--- src/rtl/ibex_ex_issue_ctrl.sv ---
// rtl/ibex_ex_issue_ctrl.sv - EX issue/completion controller with multdiv watchdog and response register
module ibex_ex_issue_ctrl #(
    parameter int unsigned TagW      = 4,
    parameter int unsigned MdTimeout = 64,
    parameter bit          RV32M     = 1'b1
) (
    input  logic            clk_i,
    input  logic            rst_ni,

    input  logic            req_valid_i,
    output logic            req_ready_o,
    input  logic [1:0]      req_type_i,
    input  logic [TagW-1:0] req_tag_i,
    input  logic            flush_i,

    output logic            mult_en_o,
    output logic            div_en_o,
    output logic            multdiv_sel_o,
    output logic            multdiv_ready_id_o,
    input  logic            ex_valid_i,
    input  logic [31:0]     result_ex_i,

    output logic            rsp_valid_o,
    input  logic            rsp_ready_i,
    output logic [31:0]     rsp_data_o,
    output logic [TagW-1:0] rsp_tag_o,

    output logic            busy_o,
    output logic            timeout_o,
    output logic [31:0]     md_cycles_o
);

    typedef enum logic {
        IDLE    = 1'b0,
        MD_BUSY = 1'b1
    } state_e;

    // Watchdog fires on the idle cycle that finds the counter at MdTimeout-1
    localparam bit          WdEn   = (MdTimeout != 0);
    localparam logic [31:0] WdLast = WdEn ? 32'(MdTimeout - 1) : 32'd0;

    state_e            state_q, state_d;
    logic              kind_q, kind_d;          // 0: multiply, 1: divide
    logic [TagW-1:0]   tag_q, tag_d;
    logic [31:0]       wd_cnt_q, wd_cnt_d;
    logic              rsp_valid_q, rsp_valid_d;
    logic [31:0]       rsp_data_q, rsp_data_d;
    logic [TagW-1:0]   rsp_tag_q, rsp_tag_d;
    logic              timeout_q, timeout_d;
    logic [31:0]       md_cycles_q, md_cycles_d;

    logic in_busy;
    logic rsp_free;
    logic req_is_md;
    logic accept;
    logic md_done;
    logic md_idle;
    logic wd_fire;
    logic capture;

    // Handshake and event decode; flush masks both acceptance and completion
    always_comb begin
        in_busy   = (state_q == MD_BUSY);
        rsp_free  = !rsp_valid_q || rsp_ready_i;
        req_is_md = RV32M && ((req_type_i == 2'b01) || (req_type_i == 2'b10));
        accept    = req_valid_i && !in_busy && !flush_i && rsp_free;
        md_done   = in_busy && !flush_i && ex_valid_i && rsp_free;
        md_idle   = in_busy && !flush_i && !ex_valid_i;
        wd_fire   = WdEn && md_idle && (wd_cnt_q == WdLast);
        capture   = (accept && !req_is_md) || md_done;
    end

    // Next-state for the FSM, watchdog, response register and busy-cycle counter
    always_comb begin
        state_d     = state_q;
        kind_d      = kind_q;
        tag_d       = tag_q;
        wd_cnt_d    = wd_cnt_q;
        rsp_valid_d = rsp_valid_q;
        rsp_data_d  = rsp_data_q;
        rsp_tag_d   = rsp_tag_q;
        timeout_d   = wd_fire;
        md_cycles_d = md_cycles_q;

        case (state_q)
            IDLE: begin
                if (accept && req_is_md) begin
                    state_d  = MD_BUSY;
                    kind_d   = req_type_i[1];
                    tag_d    = req_tag_i;
                    wd_cnt_d = 32'd0;
                end
            end
            MD_BUSY: begin
                if (flush_i || md_done || wd_fire) begin
                    state_d = IDLE;
                end else if (md_idle) begin
                    wd_cnt_d = wd_cnt_q + 32'd1;
                end
            end
            default: state_d = IDLE;
        endcase

        // A new capture overrides the drain of the previous response
        if (capture) begin
            rsp_valid_d = 1'b1;
            rsp_data_d  = result_ex_i;
            rsp_tag_d   = md_done ? tag_q : req_tag_i;
        end else if (rsp_valid_q && rsp_ready_i) begin
            rsp_valid_d = 1'b0;
        end

        if (in_busy && (md_cycles_q != 32'hFFFF_FFFF)) begin
            md_cycles_d = md_cycles_q + 32'd1;
        end
    end

    // State and output registers
    always_ff @(posedge clk_i or negedge rst_ni) begin
        if (!rst_ni) begin
            state_q     <= IDLE;
            kind_q      <= 1'b0;
            tag_q       <= '0;
            wd_cnt_q    <= 32'd0;
            rsp_valid_q <= 1'b0;
            rsp_data_q  <= 32'd0;
            rsp_tag_q   <= '0;
            timeout_q   <= 1'b0;
            md_cycles_q <= 32'd0;
        end else begin
            state_q     <= state_d;
            kind_q      <= kind_d;
            tag_q       <= tag_d;
            wd_cnt_q    <= wd_cnt_d;
            rsp_valid_q <= rsp_valid_d;
            rsp_data_q  <= rsp_data_d;
            rsp_tag_q   <= rsp_tag_d;
            timeout_q   <= timeout_d;
            md_cycles_q <= md_cycles_d;
        end
    end

    // Enables are pure decodes of registered state so reset drops them at once
    always_comb begin
        req_ready_o        = !in_busy && !flush_i && rsp_free;
        mult_en_o          = in_busy && !kind_q;
        div_en_o           = in_busy && kind_q;
        multdiv_sel_o      = in_busy;
        busy_o             = in_busy;
        multdiv_ready_id_o = in_busy && rsp_free;
        rsp_valid_o        = rsp_valid_q;
        rsp_data_o         = rsp_data_q;
        rsp_tag_o          = rsp_tag_q;
        timeout_o          = timeout_q;
        md_cycles_o        = md_cycles_q;
    end

endmodule

--- config.mk ---
export PLATFORM = sky130hd
export DESIGN_NAME = ibex_ex_issue_ctrl
export DESIGN_NICKNAME = d
export VERILOG_FILES = /design/src/rtl/ibex_ex_issue_ctrl.sv
export SDC_FILE = /design/constraint.sdc
export NUM_CORES = 1
export LEC_CHECK = 0
export ABC_CLOCK_PERIOD_IN_PS = 2050
export BUFFER_PORTS_ARGS = -buffer_cell sky130_fd_sc_hd__clkbuf_2
export CAP_MARGIN = 15
export CORE_AREA = 4 4 147 149
export DETAILED_ROUTE_END_ITERATION = 10
export DIE_AREA = 0 0 151 153
export GPL_TIMING_DRIVEN = 1
export SLEW_MARGIN = 20
export SYNTH_ARGS = -nofsm -noshare
export SYNTH_HDL_FRONTEND = slang
export SYNTH_SLANG_ARGS = --single-unit
export TNS_END_PERCENT = 5
--- constraint.sdc ---
create_clock -name clk_i -period 2.05 [get_ports clk_i]
set_input_delay 0.205 -clock clk_i [delete_from_list [all_inputs] [get_ports clk_i]]
set_output_delay 0.205 -clock clk_i [all_outputs]
set_load 0.005 [all_outputs]
# Word-level counts from Yosys, hierarchy flattened
# Index checks and enable logic that the tools add are counted.
# classes
n_addsub	2
eq_ne	7
mux	10
bitwise_logic	1
reduce_logical	31
# ops
op	count
$mux W32	3
$add A32 B1 Y32 const B	2
$pmux W32 S2	1
$eq A32 B6 Y1 const B	1
$ne A32 B32 Y1 const B	1
$logic_and A1 B1 Y1	17
$logic_not A1 Y1	6
$logic_or A1 B1 Y1	5
$mux W1	4
$mux W4	1
$ne A2 B2 Y1 const B	2
$reduce_and A3 Y1	1
$eq A2 B1 Y1 const B	1
$eq A2 B2 Y1 const B	1
$ne A2 B1 Y1 const B	1
$pmux W1 S2	1
$reduce_and A2 Y1	1
$reduce_bool A2 Y1	1
$not A1 Y1	1
# word_totals
ff_bits	108
inputBits	44
out_inout_bits	76
elab_cells	60

# Logic depth before layout (Yosys ltp)
# depth
depth_word	8
ltp_mapped	7
ltp_nobuf	6

# Least setup slack after synthesis
# OpenSTA, ideal clock, no wires.
# synth_path
path_kind	reg-to-reg
startpoint	register md_cycles_q[0], in the netlist md_cycles_o[0]
endpoint	register md_cycles_q[23], in the netlist md_cycles_o[23]
setup_time_ps	124
arrival_time_ps	1853
required_time_ps	1926
path_slack_ps	73
stages_incl_launch_ff	6
cell_sequence	dfrtp_1 ha_1 and4_1 a2111oi_0 nand3_1 xnor2_1
# synth_between
elab_chain_len	2
# synth_lines
element	line_no	rtl
start, declared	50	logic [31:0] md_cycles_q, md_cycles_d;
start signal, assigned	139	md_cycles_q <= md_cycles_d;
parallel branches: the longest is 2 deep, another holds $add A32 B1 Y32	-	
# Parallel ways; which one is timed is not known.
# A chain may end at the register's enable or synchronous reset.

# Worst setup path after layout
# layout_path
startpoint	register state_q, in the netlist busy_o
endpoint	output port multdiv_ready_id_o
# layout_between
elab_chain_len	1
# layout_lines
element	line_no	rtl
start, declared	42	state_e state_q, state_d;
start signal, assigned	131	state_q <= state_d;
$logic_and A1 B1 Y1	150	multdiv_ready_id_o = in_busy && rsp_free;
end, declared	19	output logic multdiv_ready_id_o,
# Every way passes these cells.

==> impl_metrics.tcl <==
set metrics [dict create \
    status "finished, final reports clean" \
    die_w_microns 151 \
    vias 4289 \
    gr-usage-all-layers_pct 11.02 \
    drive_gt1_share_pct 35.17 \
    ys.flop_type "dfrtp_1" \
    rsz0062_at_grt "true" \
    power.density_nw_per_um2 816.4 \
    grt_first_pass_wirelength_microns 21000 \
    syn-cell-area_sq_um 5175 \
    finalNetCount 675 \
    initial_core_util_pct 25.66 \
    drt_iter0_drc 289 \
    first_pass_iters 4 \
    numPortBuffers 119 \
    critPathRequiredTime_ns 1.85 \
    synth_enable_flop_cells 0 \
    grt-ovfl-total 0 \
    async_reset_ff_share_pct 100.0 \
    die_height_microns 153 \
    peakVddDrop_mv 0.3733 \
    place_congestion 0.7777 \
    cts_tree "done" \
    grt_max_degree 44 \
    rows 52 \
    wl_per_cell_microns 14.17 \
    rrSetupSlack_ns 0.14 \
    power_leakage_nw 3.058 \
    htree_levels 3 \
    cpPeakStageDelay_ns 0.50 \
    maxCapViolations 0 \
    layout_common_cells "clkbuf_2, dfrtp_1, nand2_1, mux2_2, nand3_1" \
    cpMaxStageDelayCell "dfrtp_1" \
    worstPathArrival_ns 1.75 \
    dp_hpwl_microns 9370 \
    antenna_found_initial 0 \
    synthCells 480 \
    synthesis.nets 526 \
    core_sq_um 20170 \
    root_buffer "clkbuf_16" \
    finalHoldViolCount 0 \
    worstSetupPathType "reg2out" \
    path_buf_inv 4 \
    final_util_pct 33.05 \
    setup.worst_path.start_class "flip-flop" \
    endpoint_kind "output port" \
    clock-sinks 108 \
    clk_path_buf_depth 2 \
    synth_top_area_share_pct 52.22 \
    drc 0 \
    first_global_vias 4018 \
    viasPerCell 4.744 \
    finalSetupViolCount 0 \
    synth_cell_types 51 \
    min_path_type "in2reg" \
    syn-mean-instance-area_sq_um 10.78 \
    clkTransAtPathRegs_ns 0.07 \
    insertion_delay_ns 0.36 \
    slew_headroom_pct 60.84 \
    final_common_cell "clkbuf_2" \
    min_period_ns 1.959 \
    cts-buffers-inserted 9 \
    tightest_slew_ns 0.5875 \
    cts_setup_buffers 0 \
    ys_ff_latch 108 \
    yosysWarnings 0 \
    clock_skew_ns 0.008865 \
    synth.area.top_cells "dfrtp_1, mux2_2, nand3_1, nand2_1, xnor2_1" \
    design.die.area_sq_um 23100 \
    path_delay_family "buffers and inverters" \
    yosysSeqAreaShare_pct 52.22 \
    syn_to_final_growth_pct 28.82 \
    power_mw 5.442 \
    ant_nets 0 \
    cp_max_fo 17 \
    max_freq_ghz 0.5106 \
    drt-total-wl_microns 12810 \
    yosysTopAreaCell "dfrtp_1" \
    cp_cell_sequence "buf_4, clkinv_2, buf_4, nor2_1, clkbuf_2" \
    io_pins 120 \
    worst_path_most_repeated_cell "buf_4" \
    drv_slew 0 \
    timing.final.crit_share_pct 95.54 \
    antennaDiodeCount 0 \
]
==> synthesized netlist by cell type (2+ instances only) <==
master	n
nand4_1	24
nor2b_1	2
a31oi_1	8
nand2b_1	4
clkbuf_1	6
nor4_4	3
xnor2_1	18
inv_1	6
o21ai_1	3
a41oi_1	2
nand4_4	2
or4_1	4
nor3_1	12
mux2i_1	6
nand2_1	43
mux2_2	36
and2_1	4
nor4_1	7
xor2_1	13
a21oi_1	15
nor2_1	26
ha_1	2
and3_1	6
o31ai_1	8
o311ai_0	4
dfrtp_1	108
o211ai_1	3
buf_2	10
o21ai_0	24
and4_1	10
nor3b_1	2
nand3_1	34
or3_1	7
==> final cells by class <==
type / count / area (sq um)
clock buffers: 10 / 229.0
clock inverters: 6 / 61.31
fillers: 2045 / 13500
inverters: 7 / 27.53
multi-input cells: 347 / 2389
flip-flops and latches: 108 / 2703
well taps: 270 / 337.8
repair buffers: 156 / 919.6
==> power by group <==
part           internal [mW]  switching [mW]
Combinational          0.557           0.460
Clock                  0.851           0.845
Sequential              2.48           0.248
Total                   3.89            1.55
==> cells by family after synthesis <==
family | after synthesis | synth area share [%]
flops | 108 | 52.22
simple gates | 196 | 21.66
fa+ha+maj | 2 | 0.4835
xor+xnor | 31 | 5.247
buf+inv | 25 | 2.128
mux | 42 | 8.994
compound gates | 76 | 9.261
==> sequential cells by signal, indices dropped and copies added (netlist names) <==
name / cells
md_cycles_o: 32
rsp_data_o: 32
wd_cnt_q: 32
rsp_tag_o: 4
tag_q: 4
busy_o: 1
kind_q: 1
rsp_valid_o: 1
timeout_o: 1
==> routing by layer <==
layer	share of wire, %	track usage, %	wire length [microns]	vias to the layer above
met4	0.94	4.059	120	0
met5	0	0	0	-
met1	47	15.27	5965	2098
met3	6.1	2.576	782	6
li1	-	-	-	2080
met2	46	16.72	5943	105
==> path summary, 6_finish.rpt <==
kind	startpoint	end	cells after the start
hold reg to reg	rsp_data_o[21]$_DFFE_PN0P_	rsp_data_o[21]$_DFFE_PN0P_	1
setup reg to reg	wd_cnt_q[0]$_DFFE_PN0P_	wd_cnt_q[30]$_DFFE_PN0P_	6
max in group asynchronous	rst_ni	wd_cnt_q[28]$_DFFE_PN0P_	3
setup / recovery	busy_o$_DFF_PN0_	multdiv_ready_id_o	5
min in group asynchronous	rst_ni	rsp_data_o[6]$_DFFE_PN0P_	2
hold / removal	result_ex_i[26]	rsp_data_o[26]$_DFFE_PN0P_	2
==> worst reg2reg max path, delay by kind of cell (launching register included) <==
kind                     cells  cell delay, ns
AND/OR/NAND/NOR              4            1.05
buffers and inverters        1            0.10
flip-flops                   1            0.42
adder cells (fa/ha/maj)      1            0.27
==> stage by stage <==
step,instance area [sq um],setup WS (ns),cells,setup TNS [ns],hold WS [ns]
2_1_floorplan,5175,0.07286,480,0,-0.09059
3_3_place_gp,6346,0.06721,887,0,0.2455
3_5_place_dp,6346,0.03893,887,0,0.2480
4_1_cts,6648,0.01903,904,0,0.05951
5_1_grt,6666,-0.03235,904,-0.08881,0.05933
6_report,6666,0.09136,904,0,0.07944
==> what timing repair did <==
action | 4_1_cts | 5_1_grt
hold buffers | 1 | 0
pin swaps | 0 | 2
resized for setup | 1 | 6
endpoints found under the setup margin | 2 | 29
hold endpoints to repair | 40 | 0
Note: power is estimated with default switching activity, not from simulation.
